## src/rtl/load_store_unit.sv

```systemverilog
// rtl/load_store_unit.sv - load/store unit for CDB slot 1 with an in-order store queue
// Define LSU_STORE_FWD_EN to forward uncommitted store data to loads instead of stalling them.
module load_store_unit #(
  parameter int         ADDR_W   = 8,
  parameter int         SQ_DEPTH = 4,
  parameter logic [3:0] OP_LD    = 4'd8,
  parameter logic [3:0] OP_ST    = 4'd9
) (
  input  logic                        clk,
  input  logic                        rst_n,
  input  logic                        in_valid,
  input  logic [3:0]                  in_rob_idx,
  input  logic [3:0]                  in_opcode,
  input  logic [15:0]                 in_a,
  input  logic [15:0]                 in_b,
  output logic                        lsu_full,
  input  logic                        commit_valid,
  input  logic [3:0]                  commit_rob_idx,
  output logic                        cdb_valid,
  output logic [3:0]                  cdb_rob_idx,
  output logic [15:0]                 cdb_value,
  output logic [$clog2(SQ_DEPTH):0]   sq_count
);
  localparam int PW = $clog2(SQ_DEPTH);
  localparam int CW = PW + 1;
  localparam logic [1:0] K_NOP = 2'd0;
  localparam logic [1:0] K_LD  = 2'd1;
  localparam logic [1:0] K_ST  = 2'd2;

  logic              s0_valid_q, s0_valid_d, s1_valid_q, s1_valid_d, s2_valid_q, s2_valid_d;
  logic [3:0]        s0_rob_q, s0_rob_d, s1_rob_q, s1_rob_d, s2_rob_q, s2_rob_d;
  logic [1:0]        s0_kind_q, s0_kind_d, s1_kind_q, s1_kind_d;
  logic [ADDR_W-1:0] s0_addr_q, s0_addr_d, s1_addr_q, s1_addr_d;
  logic [15:0]       s0_data_q, s0_data_d, s1_data_q, s1_data_d;
  logic              s2_ld_q, s2_ld_d;
  logic [15:0]       s2_val_q, s2_val_d, rd_data_q;

  logic [15:0]       mem_q [2**ADDR_W];
  logic [3:0]        sq_rob_q  [SQ_DEPTH];
  logic [ADDR_W-1:0] sq_addr_q [SQ_DEPTH];
  logic [15:0]       sq_data_q [SQ_DEPTH];
  logic [PW-1:0]     head_q, head_d, tail_q, tail_d;
  logic [CW-1:0]     count_q, count_d;

  logic [1:0]        in_kind;
  logic              accept, push, pop, ld_match, stall, s1_is_ld, s0_st, s1_st;
  logic [CW:0]       st_pending;
  logic              unused_in_a;
`ifdef LSU_STORE_FWD_EN
  logic [15:0]       fwd_data;
`endif

  assign unused_in_a = ^{1'b0, in_a};
  assign in_kind  = (in_opcode == OP_LD) ? K_LD : (in_opcode == OP_ST) ? K_ST : K_NOP;
  assign s0_st    = s0_valid_q && (s0_kind_q == K_ST);
  assign s1_st    = s1_valid_q && (s1_kind_q == K_ST);
  assign s1_is_ld = s1_valid_q && (s1_kind_q == K_LD);

  // Walk the queue oldest to youngest so the last hit is the youngest matching store.
  always_comb begin
    ld_match = 1'b0;
`ifdef LSU_STORE_FWD_EN
    fwd_data = 16'h0;
`endif
    for (int i = 0; i < SQ_DEPTH; i++) begin
      if (CW'(i) < count_q && sq_addr_q[head_q + PW'(i)] == s1_addr_q) begin
        ld_match = 1'b1;
`ifdef LSU_STORE_FWD_EN
        fwd_data = sq_data_q[head_q + PW'(i)];
`endif
      end
    end
  end

`ifdef LSU_STORE_FWD_EN
  assign stall = 1'b0;
`else
  assign stall = s1_is_ld && ld_match;
`endif

  // Stores still in S0/S1 have a queue slot reserved so a push can never overflow.
  assign st_pending = {1'b0, count_q} + {{CW{1'b0}}, s0_st} + {{CW{1'b0}}, s1_st};
  assign lsu_full   = stall || (st_pending >= (CW+1)'(SQ_DEPTH));
  assign accept     = in_valid && !lsu_full;
  assign push       = s1_st;
  assign pop        = commit_valid && (count_q != '0) && (commit_rob_idx == sq_rob_q[head_q]);

  always_comb begin
    s0_valid_d = s0_valid_q; s0_rob_d = s0_rob_q; s0_kind_d = s0_kind_q;
    s0_addr_d  = s0_addr_q;  s0_data_d = s0_data_q;
    s1_valid_d = s1_valid_q; s1_rob_d = s1_rob_q; s1_kind_d = s1_kind_q;
    s1_addr_d  = s1_addr_q;  s1_data_d = s1_data_q;
    s2_valid_d = 1'b0; s2_rob_d = s2_rob_q; s2_ld_d = s2_ld_q; s2_val_d = s2_val_q;
    if (!stall) begin
      s0_valid_d = accept;     s0_rob_d = in_rob_idx; s0_kind_d = in_kind;
      s0_addr_d  = in_a[ADDR_W-1:0]; s0_data_d = in_b;
      s1_valid_d = s0_valid_q; s1_rob_d = s0_rob_q;   s1_kind_d = s0_kind_q;
      s1_addr_d  = s0_addr_q;  s1_data_d = s0_data_q;
      s2_valid_d = s1_valid_q; s2_rob_d = s1_rob_q;   s2_ld_d = s1_is_ld;
      s2_val_d   = (s1_kind_q == K_ST) ? s1_data_q : 16'h0;
`ifdef LSU_STORE_FWD_EN
      if (s1_is_ld && ld_match) begin
        s2_ld_d  = 1'b0;
        s2_val_d = fwd_data;
      end
`endif
    end
  end

  assign head_d  = pop  ? head_q + PW'(1) : head_q;
  assign tail_d  = push ? tail_q + PW'(1) : tail_q;
  assign count_d = count_q + CW'(push) - CW'(pop);

  always_ff @(posedge clk or negedge rst_n) begin
    if (!rst_n) begin
      s0_valid_q <= 1'b0; s0_rob_q <= '0; s0_kind_q <= K_NOP; s0_addr_q <= '0; s0_data_q <= '0;
      s1_valid_q <= 1'b0; s1_rob_q <= '0; s1_kind_q <= K_NOP; s1_addr_q <= '0; s1_data_q <= '0;
      s2_valid_q <= 1'b0; s2_rob_q <= '0; s2_ld_q <= 1'b0;    s2_val_q <= '0;
      head_q     <= '0;   tail_q   <= '0; count_q <= '0;
    end else begin
      s0_valid_q <= s0_valid_d; s0_rob_q <= s0_rob_d; s0_kind_q <= s0_kind_d;
      s0_addr_q  <= s0_addr_d;  s0_data_q <= s0_data_d;
      s1_valid_q <= s1_valid_d; s1_rob_q <= s1_rob_d; s1_kind_q <= s1_kind_d;
      s1_addr_q  <= s1_addr_d;  s1_data_q <= s1_data_d;
      s2_valid_q <= s2_valid_d; s2_rob_q <= s2_rob_d; s2_ld_q <= s2_ld_d; s2_val_q <= s2_val_d;
      head_q     <= head_d;     tail_q   <= tail_d;   count_q <= count_d;
    end
  end

  // Queue payload and data memory carry no reset; validity lives in the pointers/count.
  always_ff @(posedge clk) begin
    if (push) begin
      sq_rob_q[tail_q]  <= s1_rob_q;
      sq_addr_q[tail_q] <= s1_addr_q;
      sq_data_q[tail_q] <= s1_data_q;
    end
    if (pop) mem_q[sq_addr_q[head_q]] <= sq_data_q[head_q];
    rd_data_q <= mem_q[s1_addr_q];
  end

  assign cdb_valid   = s2_valid_q;
  assign cdb_rob_idx = s2_rob_q;
  assign cdb_value   = s2_ld_q ? rd_data_q : s2_val_q;
  assign sq_count    = count_q;

endmodule

```

## config.mk

```make
export PLATFORM = sky130hd
export DESIGN_NAME = load_store_unit
export DESIGN_NICKNAME = d
export VERILOG_FILES = /design/src/rtl/load_store_unit.sv
export SDC_FILE = /design/constraint.sdc
export NUM_CORES = 2
export LEC_CHECK = 0
export ABC_CLOCK_PERIOD_IN_PS = 4890
export BUFFER_PORTS_ARGS = -buffer_cell sky130_fd_sc_hd__buf_2
export CORE_MARGIN = 2
export CORE_UTILIZATION = 50
export CTS_BUF_LIST = sky130_fd_sc_hd__clkbuf_8
export DETAILED_ROUTE_END_ITERATION = 12
export HOLD_SLACK_MARGIN = 0.08
export PLACE_DENSITY = 0.65
export SLEW_MARGIN = 20
export SYNTH_ARGS = -nofsm -noshare
export SYNTH_HDL_FRONTEND = slang
export SYNTH_MEMORY_MAX_BITS = 65536
export SYNTH_SLANG_ARGS = --single-unit
```

## constraint.sdc

```tcl
create_clock -name clk -period 4.89 [get_ports clk]
set_clock_uncertainty 0.15 [all_clocks]
set_input_delay 1.2225 -clock clk [delete_from_list [all_inputs] [get_ports clk]]
set_output_delay 1.2225 -clock clk [all_outputs]
set_load 0.03 [all_outputs]
```

# Word-level counts from Yosys, hierarchy flattened
# Memories as Yosys holds them, arrays and structs flattened. A register that Yosys moved wholly into a read port is not among the register bits.
# Cells that the tools add are included.
# W data, S select, Z words.
# op_classes
n_eq_ne	10
bitwise_logic	0
reduce_logical	14
add_sub_neg	8
shifts	0
n_lt_le_gt_ge	5
div_mod_pow	0
n_mux	13
n_mul	0
# op_table
cell	n
$eq A8 B8 Y1	4
$mux W16	2
$logic_and A1 B1 Y1	11
$mux W1	9
$eq A4 B4 Y1 const B	2
$lt A1 B3 Y1 const A	2
$lt A2 B3 Y1 const A	2
$add A2 B1 Y2 const B	2
$add A2 B2 Y2 const B	2
$add A3 B1 Y4	1
$add A4 B1 Y4	1
$eq A2 B2 Y1 const B	2
$eq A4 B4 Y1	1
$ge A4 B3 Y1 const B	1
$mux W2	2
$add A3 B1 Y3	1
$reduce_bool A3 Y1	1
$sub A3 B1 Y3	1
$eq A2 B1 Y1 const B	1
$logic_not A1 Y1	1
$logic_or A1 B1 Y1	1
# word_totals
mem_bits_ro	0
latchBits	0
ram_bits	4208
word_cells	71
mem_count	4
regBits	91
out_inout_bits	25
# memory_table
name	words	word_bits	rd	rd_clocked_by_memory_dff	write_ports	line	text
mem_q	256	16	1	1	1	38	logic [15:0] mem_q [2**ADDR_W];
sq_data_q	4	16	1	0	1	41	logic [15:0] sq_data_q [SQ_DEPTH];
sq_addr_q	4	8	4	0	1	40	logic [ADDR_W-1:0] sq_addr_q [SQ_DEPTH];
sq_rob_q	4	4	1	0	1	39	logic [3:0] sq_rob_q [SQ_DEPTH];

# Longest topological paths before layout
# An unclocked memory read counts as a cell.
# logic_depth
ltp_word	11
ltp_mapped	14
mapped_depth_nobuf	10

# Worst setup path after synthesis
# Ideal clock, no wire load.
# synth_path
path_kind	register to register
from	reg head_q[1]
to	mem mem_q[0][0] (data pin)
n_path_buf	5
setup_ns	0.551
setup_slack_ns	0.649
synth_period_minus_slack_ns	4.241
arrival_ns	3.539
required_ns	4.189
stages_incl_launch_ff	7
path_cell_list	dfrtp_1 -> buf_4 -> buf_2 -> buf_2 -> buf_1 -> clkbuf_1 -> mux4_2
# synth_between
elab_chain_len	1
# synth_rtl
element	line	text
start: declaration	42	logic [PW-1:0] head_q, head_d, tail_q, tail_d;
start signal: assignment	119	head_q <= '0; tail_q <= '0; count_q <= '0;
start signal: assignment	126	head_q <= head_d; tail_q <= tail_d; count_q <= count_d;
$mem_v2 Z4 W16	n/a	
end: declaration	38	
# No other way between the ends.

# Worst setup path in the final report
# layout_path
from	reg head_q[0]
to	out lsu_full
# layout_between
elab_chain_len	9
elab_cells_between_ends	18
# layout_rtl
element	line	text
$add A2 B1 Y2 or $mem_v2 Z4 W8 (tied branches)	n/a	
$mem_v2 Z4 W8 (*)	n/a	
$eq A8 B8 Y1 or $logic_and A1 B1 Y1 (tied branches)	66	if (CW'(i) < count_q && sq_addr_q[head_q + PW'(i)] == s1_addr_q) begin
$logic_and A1 B1 Y1 or $mux W1 (tied branches)	66	
$mux W1 (2 in series)	66	
$mux W1 (*)	66	
$logic_and A1 B1 Y1 (*)	78	assign stall = s1_is_ld && ld_match;
$logic_or A1 B1 Y1 (*)	83	assign lsu_full = stall || (st_pending >= (CW+1)'(SQ_DEPTH));
end: declaration	16	output logic lsu_full,
# Mark *: on every way between the ends. The rest lies on a longest branch, timed or not.

==> qor.yml <==
status:
  status: "finished with violations"
  violations: "setup timing"
clocking:
  path_clk_slew_ns: 0.06
  clock-root-buffer: "clkbuf_8"
  cts_htree_levels: 6
  cts_buffer_depth: 4
  clock_sinks: 4315
  clock_latency_ns: 1.21
  cts_tree: "built"
  cts_buffers: 677
floorplan:
  die_x_um: 580
  num_rows: 211
  initial_utilization: 0.502
  core_region_area_sq_um: 331000
  fp.dieH_um: 580
  io-pin-count: 73
  dieArea_sq_um: 337000
critical_path:
  end_kind: "output port"
  path_class: "flop to output port"
  start_kind: "flop"
  cp.arrival_ns: 3.57
  cp.required_ns: 3.52
  critPathMaxStageDelay_ns: 0.42
  r2r_slack_ns: 0.53
  crit_slowest_cell: "dfrtp_2"
  reg2reg_from: "s1_addr_q[1]"
  worstPathMaxFanout: 12
  cp_cell_sequence: "buf_12 > mux2_2 > mux2_4 > xnor2_2 > nand4_1 > nor4_4 > o41ai_4 > nand2_2 > buf_6"
  crit_family: "simple AND/OR/NAND/NOR gates"
  r2r_cells: 10
  r2r_end: "rd_data_q[3]"
  path_buf_inv: 2
route:
  vias_per_cell: 6.12
  first_iter_violations: 9559
  drt-total-wl_um: 412000
  final_antenna_net_count: 0
  first_pass_iters: 8
  drc: 0
  wire_per_inst_um: 31.5
  vias: 80200
synth:
  synth_fp_nets: 7233
  yosys_warnings: 0
  netlist_top_cells_count: "edfxtp_1 (4208), mux4_2 (1166), nor2_1 (312), mux2i_1 (300), clkbuf_1 (156)"
  yosysTopAreaCellShare: 0.761
  synthFlopType: "edfxtp_1"
  synth_cell_types: 70
  syn_avg_cell_area_sq_um: 23.2
  netlist_area_sq_um: 166000
  synthArstFlopShare: 0.0211
  synth_seq_cells: 4315
  ys_seq_area_frac: 0.776
  synth.area.top_cells: "edfxtp_1 (76%), mux4_2 (16%), mux2i_1 (1.8%), dfrtp_1 (1.4%), nor2_1 (0.71%)"
  synthCells: 7174
  synth_most_common_cell: "edfxtp_1"
  synth_top_area_cell: "edfxtp_1"
  synth_edf_count: 4208
sta:
  slew_violations: 0
  max_freq_ghz: 0.202
  fin_crit_sh: 1.01
  setup_slack_ns: -0.0552
  max_slew_margin: 0.281
  setup_viol: 1
  min_period_ns: 4.95
  setup_tns_ns: -0.0552
  rsz0062_at_grt: "true"
  hold_viol: 0
  worstMarginPinSlew_ns: 1.08
grt:
  grt_max_degree: 177
  grtUsageTotal: 0.243
  overflow: 0
  grt_pass1_wl_um: 588000
  first_global_vias: 81300
  antenna_found_initial: 21
placement:
  gp_congestion: 0.866
  hpwlAfterDp_um: 249000
  port_buffers: 64
power_and_ir_drop:
  total_power_w: 0.0840
  power.density_nw_per_um2: 446
  power_leakage_nw: 61.1
  ir_worst_vdd_mv: 0.509
run:
  maxCapViolCount: 0
finish:
  nets: 8232
  syn_to_final_growth_pct: 13.6
  drive_gt1_frac: 0.325
min_path:
  min_to: "s0_kind_q[0]"
  hold_path_depth: 3
  min-delay-start: "in_opcode[0]"
  worstHoldPathType: "input port to flop"
==> worst max-delay path by stage <==
stage / start / endpoint / cells past startpoint
2_1_floorplan: head_q[1] / mem_q[0][0] / 6
4_1_cts: head_q[0] / lsu_full / 8
3_3_place_gp: s1_addr_q[5] / lsu_full / 7
6_report: head_q[0] / lsu_full / 9
5_1_grt: head_q[0] / lsu_full / 10
3_5_place_dp: s1_addr_q[5] / lsu_full / 7
==> logic make-up (layout without fill, tap and decap cells) <==
group,Yosys count,in the layout,synth area share
xor+xnor,42,42,0.00221
compound gates,254,254,0.0105
fa+ha+maj,11,11,0.000874
mux,1550,1550,0.182
simple gates,573,573,0.0156
flops,4315,4315,0.776
buf+inv,429,1965,0.0124
other cells,0,20,0
==> timing repair <==
action | 4_1_cts | 5_1_grt
endpoints found under the setup margin | 1 | 1
hold endpoints to repair | 94 | 0
hold buffers | 30 | 0
gates resized for setup | 21 | 6
buffers inserted | 13 | 2
pin swaps | 5 | 2
cloned | 1 | 0
==> sequential cells by signal (all words and copies together), names as in the netlist, 16 cells and up <==
| register | flops |
|---|---|
| mem_q | 4096 |
| rd_data_q | 16 |
| s0_data_q | 16 |
| s1_data_q | 16 |
| s2_val_q | 16 |
| sq_addr_q | 32 |
| sq_data_q | 64 |
| sq_rob_q | 16 |
==> report_power, final <==
group | switching [W] | total, W | internal (W)
logic | 0.00796 | 0.0103 | 0.00238
clock network | 0.0141 | 0.0279 | 0.0138
registers | 0.000166 | 0.0458 | 0.0456
total | 0.0222 | 0.0840 | 0.0618
==> metal layers <==
metal  vias to the layer above  wire [um]  global-route usage  part of all wire
met4                        10      14600              0.0869             0.036
met5                         -        197                   0           0.00048
met3                       735      37700              0.0518             0.092
met1                     42900     163000               0.341              0.39
li1                      32600          -                   -                 -
met2                      3989     197000               0.380              0.48
==> worst register-to-register path: stages, from the launching register on <==
cell     delay, ns
dfrtp_4       0.44
buf_4         0.36
buf_12        0.29
buf_12        0.19
buf_4         0.36
mux4_2        0.28
mux2i_1       0.08
a22oi_1       0.44
nand4_1       0.55
or4_1         0.90
a21oi_1       0.23
==> placed cells by master, fill, tap and decap left out, types with 31 or more instances in the layout <==
cell type  count
clkbuf_8     688
o22ai_1       43
clkinv_1     166
nor2_2        31
buf_12        84
inv_1        261
buf_2         62
mux2_2        76
nand2_1      106
dfrtp_1       83
o21ai_0       43
clkinv_2      64
edfxtp_1    4208
nor2_1       281
a22oi_1       97
mux2i_1      296
mux4_2      1150
buf_4        535
==> through the flow <==
stage,cells,hold WS (ns),setup WS (ns),util,instance area [sq um]
final,13100,0.217,-0.0552,0.571,189000
after global routing,13100,0.154,-0.226,0.571,189000
after CTS,13100,0.0920,-0.171,0.570,188000
after detailed placement,11800,0.320,0.601,0.532,176000
after global placement,11800,0.311,0.567,0.532,176000
after floorplan,7174,0.275,0.649,-,166000
==> area by class of cell <==
type,count,area [sq um]
Antenna cell,20,50.0
Clock buffer,688,9470
Clock inverter,528,2810
Fill cell,23900,142000
Inverter,33,131
Multi-Input combinational cell,2430,35300
Sequential cell,4315,129000
Tap cell,4366,5460
Timing Repair Buffer,716,6400
No activity file was read; power rests on OpenSTA's default activity.
